[src/rtl/dmem_lsu_if.sv]
// rtl/dmem_lsu_if.sv - core request/response and RAM word-port bundle for dmem_lsu
// master: core + RAM side; slave: the load/store unit.
interface dmem_lsu_if #(parameter int ADDR_W = 10);
   logic              req_valid;
   logic              req_ready;
   logic              req_we;
   logic [2:0]        req_funct3;
   logic [31:0]       req_addr;
   logic [31:0]       req_wdata;
   logic              resp_valid;
   logic              resp_err;
   logic [31:0]       resp_rdata;
   logic              MemRead;
   logic              MemWrite;
   logic [ADDR_W-1:0] address;
   logic [31:0]       write_data;
   logic [31:0]       read_data;

   modport master (
      output req_valid, req_we, req_funct3, req_addr, req_wdata, read_data,
      input  req_ready, resp_valid, resp_err, resp_rdata,
      input  MemRead, MemWrite, address, write_data
   );

   modport slave (
      input  req_valid, req_we, req_funct3, req_addr, req_wdata, read_data,
      output req_ready, resp_valid, resp_err, resp_rdata,
      output MemRead, MemWrite, address, write_data
   );
endinterface

[src/rtl/dmem_lsu.sv]
// rtl/dmem_lsu.sv - byte-addressed load/store unit over a word RAM with read-modify-write
// Build option LSU_MISALIGN_TRAP_EN: misaligned half/word accesses error out instead of being aligned down.
module dmem_lsu #(
   parameter int ADDR_W = 10
) (
   input  logic         CLK,
   input  logic         RSTn,
   dmem_lsu_if.slave    bus
);

   typedef enum logic [2:0] {IDLE, RD, CAP, WR, RESP} state_t;

   state_t            state, next;
   logic              we_q;
   logic [2:0]        f3_q;
   logic [1:0]        lo_q;
   logic [ADDR_W-1:0] word_q;
   logic [31:0]       wd_q;
   logic [31:0]       rdata_q;
   logic              err_q;

   logic [2:0]        f3;
   logic              illegal;
   logic              req_err;
   logic [1:0]        lo_in;
   logic [7:0]        byte_sel;
   logic [15:0]       half_sel;
   logic [31:0]       load_ext;
   logic [31:0]       merged;
   logic              accept;
   logic              unused_addr;

   assign unused_addr = ^bus.req_addr[31:ADDR_W+2];

   // Request decode; low address bits of half/word accesses are aligned down.
   always_comb begin
      f3      = bus.req_funct3;
      illegal = bus.req_we ? (f3[2] || f3[1:0] == 2'b11)
                           : (f3[1:0] == 2'b11 || f3 == 3'b110);
      case (f3[1:0])
         2'b01:   lo_in = {bus.req_addr[1], 1'b0};
         2'b10:   lo_in = 2'b00;
         default: lo_in = bus.req_addr[1:0];
      endcase
`ifdef LSU_MISALIGN_TRAP_EN
      req_err = illegal ||
                (f3[1:0] == 2'b01 && bus.req_addr[0]) ||
                (f3[1:0] == 2'b10 && bus.req_addr[1:0] != 2'b00);
`else
      req_err = illegal;
`endif
   end

   always_comb begin
      byte_sel = bus.read_data[{lo_q, 3'b000} +: 8];
      half_sel = lo_q[1] ? bus.read_data[31:16] : bus.read_data[15:0];
      case (f3_q)
         3'b000:  load_ext = {{24{byte_sel[7]}}, byte_sel};
         3'b001:  load_ext = {{16{half_sel[15]}}, half_sel};
         3'b100:  load_ext = {24'd0, byte_sel};
         3'b101:  load_ext = {16'd0, half_sel};
         default: load_ext = bus.read_data;
      endcase
      merged = bus.read_data;
      case (f3_q[1:0])
         2'b00: merged[{lo_q, 3'b000} +: 8] = wd_q[7:0];
         2'b01: begin
            if (lo_q[1]) merged[31:16] = wd_q[15:0];
            else         merged[15:0]  = wd_q[15:0];
         end
         default: merged = wd_q;
      endcase
   end

   always_ff @(posedge CLK or negedge RSTn) begin
      if (!RSTn) state <= IDLE;
      else       state <= next;
   end

   always_comb begin
      next          = state;
      bus.req_ready = 1'b0;
      bus.MemRead   = 1'b0;
      bus.MemWrite  = 1'b0;
      accept        = 1'b0;
      case (state)
         IDLE: begin
            bus.req_ready = 1'b1;
            if (bus.req_valid) begin
               accept = 1'b1;
               if (req_err)                            next = RESP;
               else if (bus.req_we && f3 == 3'b010)    next = WR;
               else                                    next = RD;
            end
         end
         RD: begin
            bus.MemRead = 1'b1;
            next        = CAP;
         end
         CAP:     next = we_q ? WR : RESP;
         WR: begin
            bus.MemWrite = 1'b1;
            next         = RESP;
         end
         RESP:    next = IDLE;
         default: next = IDLE;
      endcase
   end

   always_ff @(posedge CLK or negedge RSTn) begin
      if (!RSTn) begin
         we_q    <= 1'b0;
         f3_q    <= 3'd0;
         lo_q    <= 2'd0;
         word_q  <= '0;
         wd_q    <= 32'd0;
         rdata_q <= 32'd0;
         err_q   <= 1'b0;
      end else begin
         if (accept) begin
            we_q   <= bus.req_we;
            f3_q   <= f3;
            lo_q   <= lo_in;
            word_q <= bus.req_addr[ADDR_W+1:2];
            wd_q   <= bus.req_wdata;
            err_q  <= req_err;
         end
         if (state == CAP && we_q)
            wd_q <= merged;
         // Only a successful load leaves data behind; stores and errors report zero.
         if (next == RESP)
            rdata_q <= (state == CAP && !we_q) ? load_ext : 32'd0;
      end
   end

   assign bus.address    = word_q;
   assign bus.write_data = (state == WR) ? wd_q : 32'd0;
   assign bus.resp_valid = (state == RESP);
   assign bus.resp_err   = (state == RESP) && err_q;
   assign bus.resp_rdata = rdata_q;

endmodule

[src/flat_wrapper.sv]
// flat-port wrapper written by rule: the top's interface ports become plain ports
module dmem_lsu_flat 
#(
   parameter int ADDR_W = 10
)
  (CLK, RSTn, bus_req_valid, bus_req_we, bus_req_funct3, bus_req_addr, bus_req_wdata, bus_read_data, bus_req_ready, bus_resp_valid, bus_resp_err, bus_resp_rdata, bus_MemRead, bus_MemWrite, bus_address, bus_write_data);
  dmem_lsu_if #(.ADDR_W(ADDR_W)) bus_i ();
  input  logic CLK;
  input  logic RSTn;
  input wire logic [$bits(bus_i.req_valid)-1:0] bus_req_valid;
  input wire logic [$bits(bus_i.req_we)-1:0] bus_req_we;
  input wire logic [$bits(bus_i.req_funct3)-1:0] bus_req_funct3;
  input wire logic [$bits(bus_i.req_addr)-1:0] bus_req_addr;
  input wire logic [$bits(bus_i.req_wdata)-1:0] bus_req_wdata;
  input wire logic [$bits(bus_i.read_data)-1:0] bus_read_data;
  output wire logic [$bits(bus_i.req_ready)-1:0] bus_req_ready;
  output wire logic [$bits(bus_i.resp_valid)-1:0] bus_resp_valid;
  output wire logic [$bits(bus_i.resp_err)-1:0] bus_resp_err;
  output wire logic [$bits(bus_i.resp_rdata)-1:0] bus_resp_rdata;
  output wire logic [$bits(bus_i.MemRead)-1:0] bus_MemRead;
  output wire logic [$bits(bus_i.MemWrite)-1:0] bus_MemWrite;
  output wire logic [$bits(bus_i.address)-1:0] bus_address;
  output wire logic [$bits(bus_i.write_data)-1:0] bus_write_data;
  assign bus_i.req_valid = bus_req_valid;
  assign bus_i.req_we = bus_req_we;
  assign bus_i.req_funct3 = bus_req_funct3;
  assign bus_i.req_addr = bus_req_addr;
  assign bus_i.req_wdata = bus_req_wdata;
  assign bus_i.read_data = bus_read_data;
  assign bus_req_ready = bus_i.req_ready;
  assign bus_resp_valid = bus_i.resp_valid;
  assign bus_resp_err = bus_i.resp_err;
  assign bus_resp_rdata = bus_i.resp_rdata;
  assign bus_MemRead = bus_i.MemRead;
  assign bus_MemWrite = bus_i.MemWrite;
  assign bus_address = bus_i.address;
  assign bus_write_data = bus_i.write_data;
  dmem_lsu #(.ADDR_W(ADDR_W)) u_core (.CLK(CLK), .RSTn(RSTn), .bus(bus_i));
endmodule
[config.mk]
export PLATFORM = sky130hd
export DESIGN_NAME = dmem_lsu_flat
export DESIGN_NICKNAME = d
export VERILOG_FILES = /design/src/rtl/dmem_lsu_if.sv /design/src/rtl/dmem_lsu.sv /design/src/flat_wrapper.sv
export SDC_FILE = /design/constraint.sdc
export NUM_CORES = 1
export LEC_CHECK = 0
export ABC_CLOCK_PERIOD_IN_PS = 3900
export BUFFER_PORTS_ARGS = -buffer_cell sky130_fd_sc_hd__buf_4
export CAP_MARGIN = 25
export CORE_AREA = 4 4 118 120
export DETAILED_ROUTE_END_ITERATION = 10
export DIE_AREA = 0 0 122 124
export GPL_TIMING_DRIVEN = 1
export PLACE_DENSITY = 0.67
export SETUP_SLACK_MARGIN = 0.02
export SLEW_MARGIN = 20
export SYNTH_ARGS = -nofsm -noshare
export SYNTH_HDL_FRONTEND = slang
export SYNTH_SLANG_ARGS = --single-unit
[constraint.sdc]
create_clock -name CLK -period 3.9 [get_ports CLK]
set_input_delay 0.195 -clock CLK [delete_from_list [all_inputs] [get_ports CLK]]
set_output_delay 0.195 -clock CLK [all_outputs]
set_load 0.05 [all_outputs]
======== After elaboration in Yosys (flattened, before gate mapping) ========
Cells that the tools add are included.
cells by class
  reduce and logical (&&, ||, !) cells .... 13
  shift-type cells ........................ 3
  multiplexer cells ....................... 22
  add/subtract/negate cells ............... 1
  equal/unequal tests ..................... 16
operators with widths
  operator                                                                number
  32-bit 2-to-1 mux                                                       4
  32-bit one-hot mux with 4 select lines                                  1
  32-bit one-hot mux with 2 select lines                                  1
  16-bit 2-to-1 mux                                                       3
  32-bit bitwise mux                                                      1
  8-bit by 7-bit variable shift with 32-bit output, first input constant  1
  32-bit by 6-bit variable part select with 8-bit output                  1
  8-bit by 7-bit variable part select with 32-bit output                  1
  3-bit == test, second input constant                                    5
  3-bit one-hot mux with 4 select lines                                   1
  3-bit by 2-bit == test with 1-bit output, second input constant         3
  3-bit 2-to-1 mux                                                        3
  5-bit negation with 7-bit output                                        1
  3-bit by 1-bit == test with 1-bit output, second input constant         2
  3-bit logical NOT                                                       2
  1-bit 2-to-1 mux                                                        6
  2-bit by 1-bit == test with 1-bit output, second input constant         2
  2-bit == test, second input constant                                    2
  1-bit logical AND                                                       4
  2-bit one-hot mux with 2 select lines                                   1
  3-bit by 2-bit != test with 1-bit output, second input constant         1
  3-bit != test, second input constant                                    1
  3-bit AND reduction                                                     1
  2-bit logical NOT                                                       1
  other kinds (5)                                                         6
word-level totals
  bits in registers ....................... 84
  input bits .............................. 103
  word-level logic and storage cells ...... 64
  output and inout port bits .............. 79

======== Depth between registers and ports, before layout ========
  depth after elaboration ................. 7
  depth in mapped cells ................... 10
  depth with buffers taken out ............ 6

======== Least setup slack after synthesis ========
OpenSTA, ideal clock, no wires.
  path type ............................... reg-to-output
  from .................................... register u_core.state[0]
  to ...................................... output bus_resp_err
  data required time ...................... 3.705 ns
  stages on the path, launching flop included .. 3
  path buffers ............................ 0
  arrival time ............................ 2.230 ns
  slack ................................... 1.475 ns
  path through ............................ dfrtp_1 -> nor3b_1 -> and2_1
between the ends
  cells in the longest elaborated chain, start to end .. 2
RTL lines
  element                   line                RTL
  start: declaration        dmem_lsu.sv:13      state_t state, next;
  start signal: assignment  dmem_lsu.sv:77      else state <= next;
  3-bit == test             --
  named net bus_resp_valid  flat_wrapper.sv:17  output wire logic [$bits(bus_i.resp_valid)-1:0] bus_resp_valid;
  1-bit logical AND         dmem_lsu.sv:139     assign bus.resp_err = (state == RESP) && err_q;
  end: declaration          flat_wrapper.sv:18  output wire logic [$bits(bus_i.resp_err)-1:0] bus_resp_err;
The timed path passes the listed nets, and every way through them passes these cells.

======== Worst setup path after layout ========
  from .................................... register u_core.lo_q[1]
  to ...................................... register u_core.wd_q[14]
between the ends
  cells in the longest elaborated chain, start to end .. 5
  elaborated cells between the ends (all ways) .. 8
  those cells by class .................... add/sub: 1; eq/ne: 1; shift: 2; mux: 3; reduce/logical: 1
RTL lines
  element                                                                                                                            line             RTL
  start: declaration                                                                                                                 dmem_lsu.sv:16   logic [1:0] lo_q;
  start signal: assignment                                                                                                           dmem_lsu.sv:123  lo_q <= lo_in;
  5-bit negation with 7-bit output                                                                                                   dmem_lsu.sv:66   2'b00: merged[{lo_q, 3'b000} +: 8] = wd_q[7:0];
  8-bit by 7-bit variable part select with 32-bit output / 8-bit by 7-bit variable shift with 32-bit output (equally long branches)  dmem_lsu.sv:66
  32-bit bitwise mux                                                                                                                 dmem_lsu.sv:66
  32-bit one-hot mux with 2 select lines                                                                                             dmem_lsu.sv:65   case (f3_q[1:0])
  32-bit 2-to-1 mux                                                                                                                  dmem_lsu.sv:128  if (state == CAP && we_q)
  end signal: assignment                                                                                                             dmem_lsu.sv:125  wd_q <= bus.req_wdata;
  end signal: assignment                                                                                                             dmem_lsu.sv:129  wd_q <= merged;
  end: declaration                                                                                                                   dmem_lsu.sv:18   logic [31:0] wd_q;
Several ways; a longest one is shown, not always the timed one.
A chain may end at the register's enable or synchronous reset.

==> out/metrics.yaml <==
num_vias: 4695
setup_viol: 0
power_frac_comb: 0.515
final_max_slew_viol_count: 0
clkSinkCount: 84
required_ns: 4.10
worst_hold_slack_ns: 0.0349
coreArea_um2: 13000
cts_root_buffer: "clkbuf_16"
vias_per_cell: 5.56
worstSetupStartpointType: "register"
nNetsFinal: 774
drt.antenna.violating_nets: 0
slowest_delay_ns: 0.88
n_antenna_cell: 0
swShare: 0.473
skew_ns: 0.00618
crit_buf_inv: 1
cp_cell_sequence: "inv_2, ha_1, and3b_1, and3_1, a221oi_1, o31ai_1"
slowest_stage: "dfrtp_1"
critical_path_class: "register to register"
max_slew.worst_pin.slew_ns: 0.824
antenna_found_initial: 0
fmax_mhz: 388
leakagePower_nw: 3.21
crit_cells: 6
clockBufferDepth: 2
grt_max_degree: 57
syn_avg_cell_area_um2: 9.63
dp.cells: 826
port_buffers: 161
power.density_nw_per_um2: 760
async_flop_share: 1.00
cp_max_fo: 17
arrival_ns: 2.78
synth_cells: 524
cts_setup_buffers: 0
stdcell_count: 844
clkPwrFrac: 0.169
die-area_um2: 15100
post_cts_resized: 0
dr.pass1.iters: 5
synth_edf_count: 0
grt.overflow.total: 0
drive_above_1_share: 0.313
hold_viol_final: 0
reg2regPathDepth: 6
tritoncts: "yes"
drt-initial-drc-count: 345
grt_setup_unrepaired: "no"
synthesis.nets: 635
holdPathStages: 3
drt_wl_total_mm: 16.3
finalPower_mw: 5.05
ys_seq_elements: 84
die_x_um: 122
finalSetupTns_ns: 0
synth_area_um2: 5040
synth-main-ff-cell: "dfrtp_1"
htree_levels: 3
io_pins: 182
worstHoldPathType: "input pin to register"
die_y_um: 124
gp_congestion: 0.893
placed_cell_area_um2: 6330
status: "completed"
yosys_warnings: 0
period_share: 0.661
start_util: 0.389
p_sw_mw: 2.39
p_seq_frac: 0.317
clk_latency_ns: 0.35
period_needed_ns: 2.58
post-route-util: 0.512
grt_pass1_vias: 4585
grtUsageTotal: 0.217
grt_first_pass_wirelength_mm: 25.2
cp_top_family: "flip-flops"
drc: 0
place_ws_ns: 1.36
cts_made_buffers: 9
rows: 42
cap_violations: 0
clkSlewWorstSetupHoldPaths_ns: 0.06
slew_headroom: 0.451
wl_per_cell_um: 19.3
endpoint_kind: "register"
ys_seq_area_frac: 0.417
synth.distinct_cells: 48
p_int_mw: 2.66
hpwl_mm: 12.2
final_area_um2: 6650
synthToLayoutAreaGrowth_pct: 31.8
vdd_drop_max_uv: 498
layout_setup_ws_ns: 1.32
[power groups by stage]
stage | clock [mW] | combinational, mW | sequential, mW
2_1_floorplan | 0 | 1.62 | 1.85
3_3_place_gp | 0 | 2.53 | 1.59
3_5_place_dp | 0 | 2.59 | 1.61
4_1_cts | 0.866 | 2.60 | 1.59
5_1_grt | 0.914 | 2.82 | 1.65
6_report | 0.853 | 2.60 | 1.60
[layout by cell type (no fill, tap or decap), types with 9 or more instances in the layout]
| cell type | count |
|---|---|
| nand2_1 | 66 |
| a21oi_1 | 10 |
| dfrtp_1 | 84 |
| a31oi_1 | 24 |
| clkbuf_16 | 9 |
| mux2_2 | 11 |
| and2_1 | 37 |
| a22o_1 | 16 |
| a32o_1 | 9 |
| inv_1 | 15 |
| o21ai_0 | 14 |
| a21o_1 | 16 |
| buf_4 | 169 |
| a211o_1 | 17 |
| a221oi_1 | 24 |
| nor2_1 | 36 |
| nand2b_1 | 12 |
| mux2i_1 | 24 |
[state kept, by name (all words and copies together), names as in the netlist]
register and cells:
u_core.lo_q 2, u_core.bus.address 10, u_core.we_q 1, u_core.err_q 1, u_core.state 3, u_core.f3_q 3
u_core.wd_q 32, u_core.bus.resp_rdata 32
[final cells by class]
cell class,instances,area (µm²)
Sequential cell,84,2100
Clock buffer,10,229
Timing Repair Buffer,172,1320
Inverter,16,60.1
Clock inverter,6,63.8
Fill cell,1248,6330
Multi-Input combinational cell,380,2650
Tap cell,176,220
[cells in the mapped netlist, types with 11 or more instances]
cell / n / area, µm²
nand2b_1: 12 / 75.1
buf_2: 11 / 55.1
mux2_2: 11 / 124
nor2_1: 37 / 139
a221oi_1: 24 / 210
a21o_1: 16 / 120
inv_1: 15 / 56.3
a22o_1: 16 / 140
o21ai_0: 14 / 70.1
dfrtp_1: 84 / 2100
clkbuf_1: 23 / 86.3
and2_1: 37 / 231
nand2_1: 66 / 248
mux2i_1: 24 / 240
a31oi_1: 24 / 150
a211o_1: 17 / 149
[logic make-up (layout without fill, tap and decap cells)]
family / after synthesis / in the layout / synth area share
adder cells (fa/ha/maj): 8 / 8 / 0.0198
flip-flops: 84 / 84 / 0.417
buffers and inverters: 60 / 204 / 0.0593
AND/OR/NAND/NOR: 177 / 177 / 0.180
AO/OA/AOI/OAI: 160 / 160 / 0.252
multiplexers: 35 / 35 / 0.0722
[per-layer routing]
metal | vias up | track usage | wire length (µm)
li1 | 2191 | - | -
met1 | 2282 | 0.295 | 7080
met2 | 196 | 0.333 | 7540
met3 | 26 | 0.0563 | 1330
met4 | 0 | 0.0805 | 317
met5 | - | 0 | 0
[worst min-delay path, cell delays in order]
cell     delay [ns]
buf_4          0.08
nand2_1        0.04
nand2_1        0.04
[final timing paths]
check	startpoint	end	slack [ns]
worst max-delay path	u_core.lo_q[1]$_DFFE_PN0P_	u_core.wd_q[14]$_DFFE_PN0P_	1.32
worst max register to register	u_core.lo_q[1]$_DFFE_PN0P_	u_core.wd_q[14]$_DFFE_PN0P_	1.32
worst min-delay path	bus_req_addr[11]	u_core.bus.address[9]$_DFFE_PN0P_	0.03
max in group asynchronous	RSTn	u_core.wd_q[30]$_DFFE_PN0P_	2.95
min in group asynchronous	RSTn	u_core.bus.resp_rdata[4]$_DFFE_PN0N_	0.32
worst min register to register	u_core.bus.address[1]$_DFFE_PN0P_	u_core.bus.address[1]$_DFFE_PN0P_	0.48
[what timing repair did]
item / CTS / global route
hold buffers: 1 / 0
hold endpoints to repair: 28 / 0
setup endpoints to repair: 0 / 0
No activity file was read; power rests on OpenSTA's default activity.
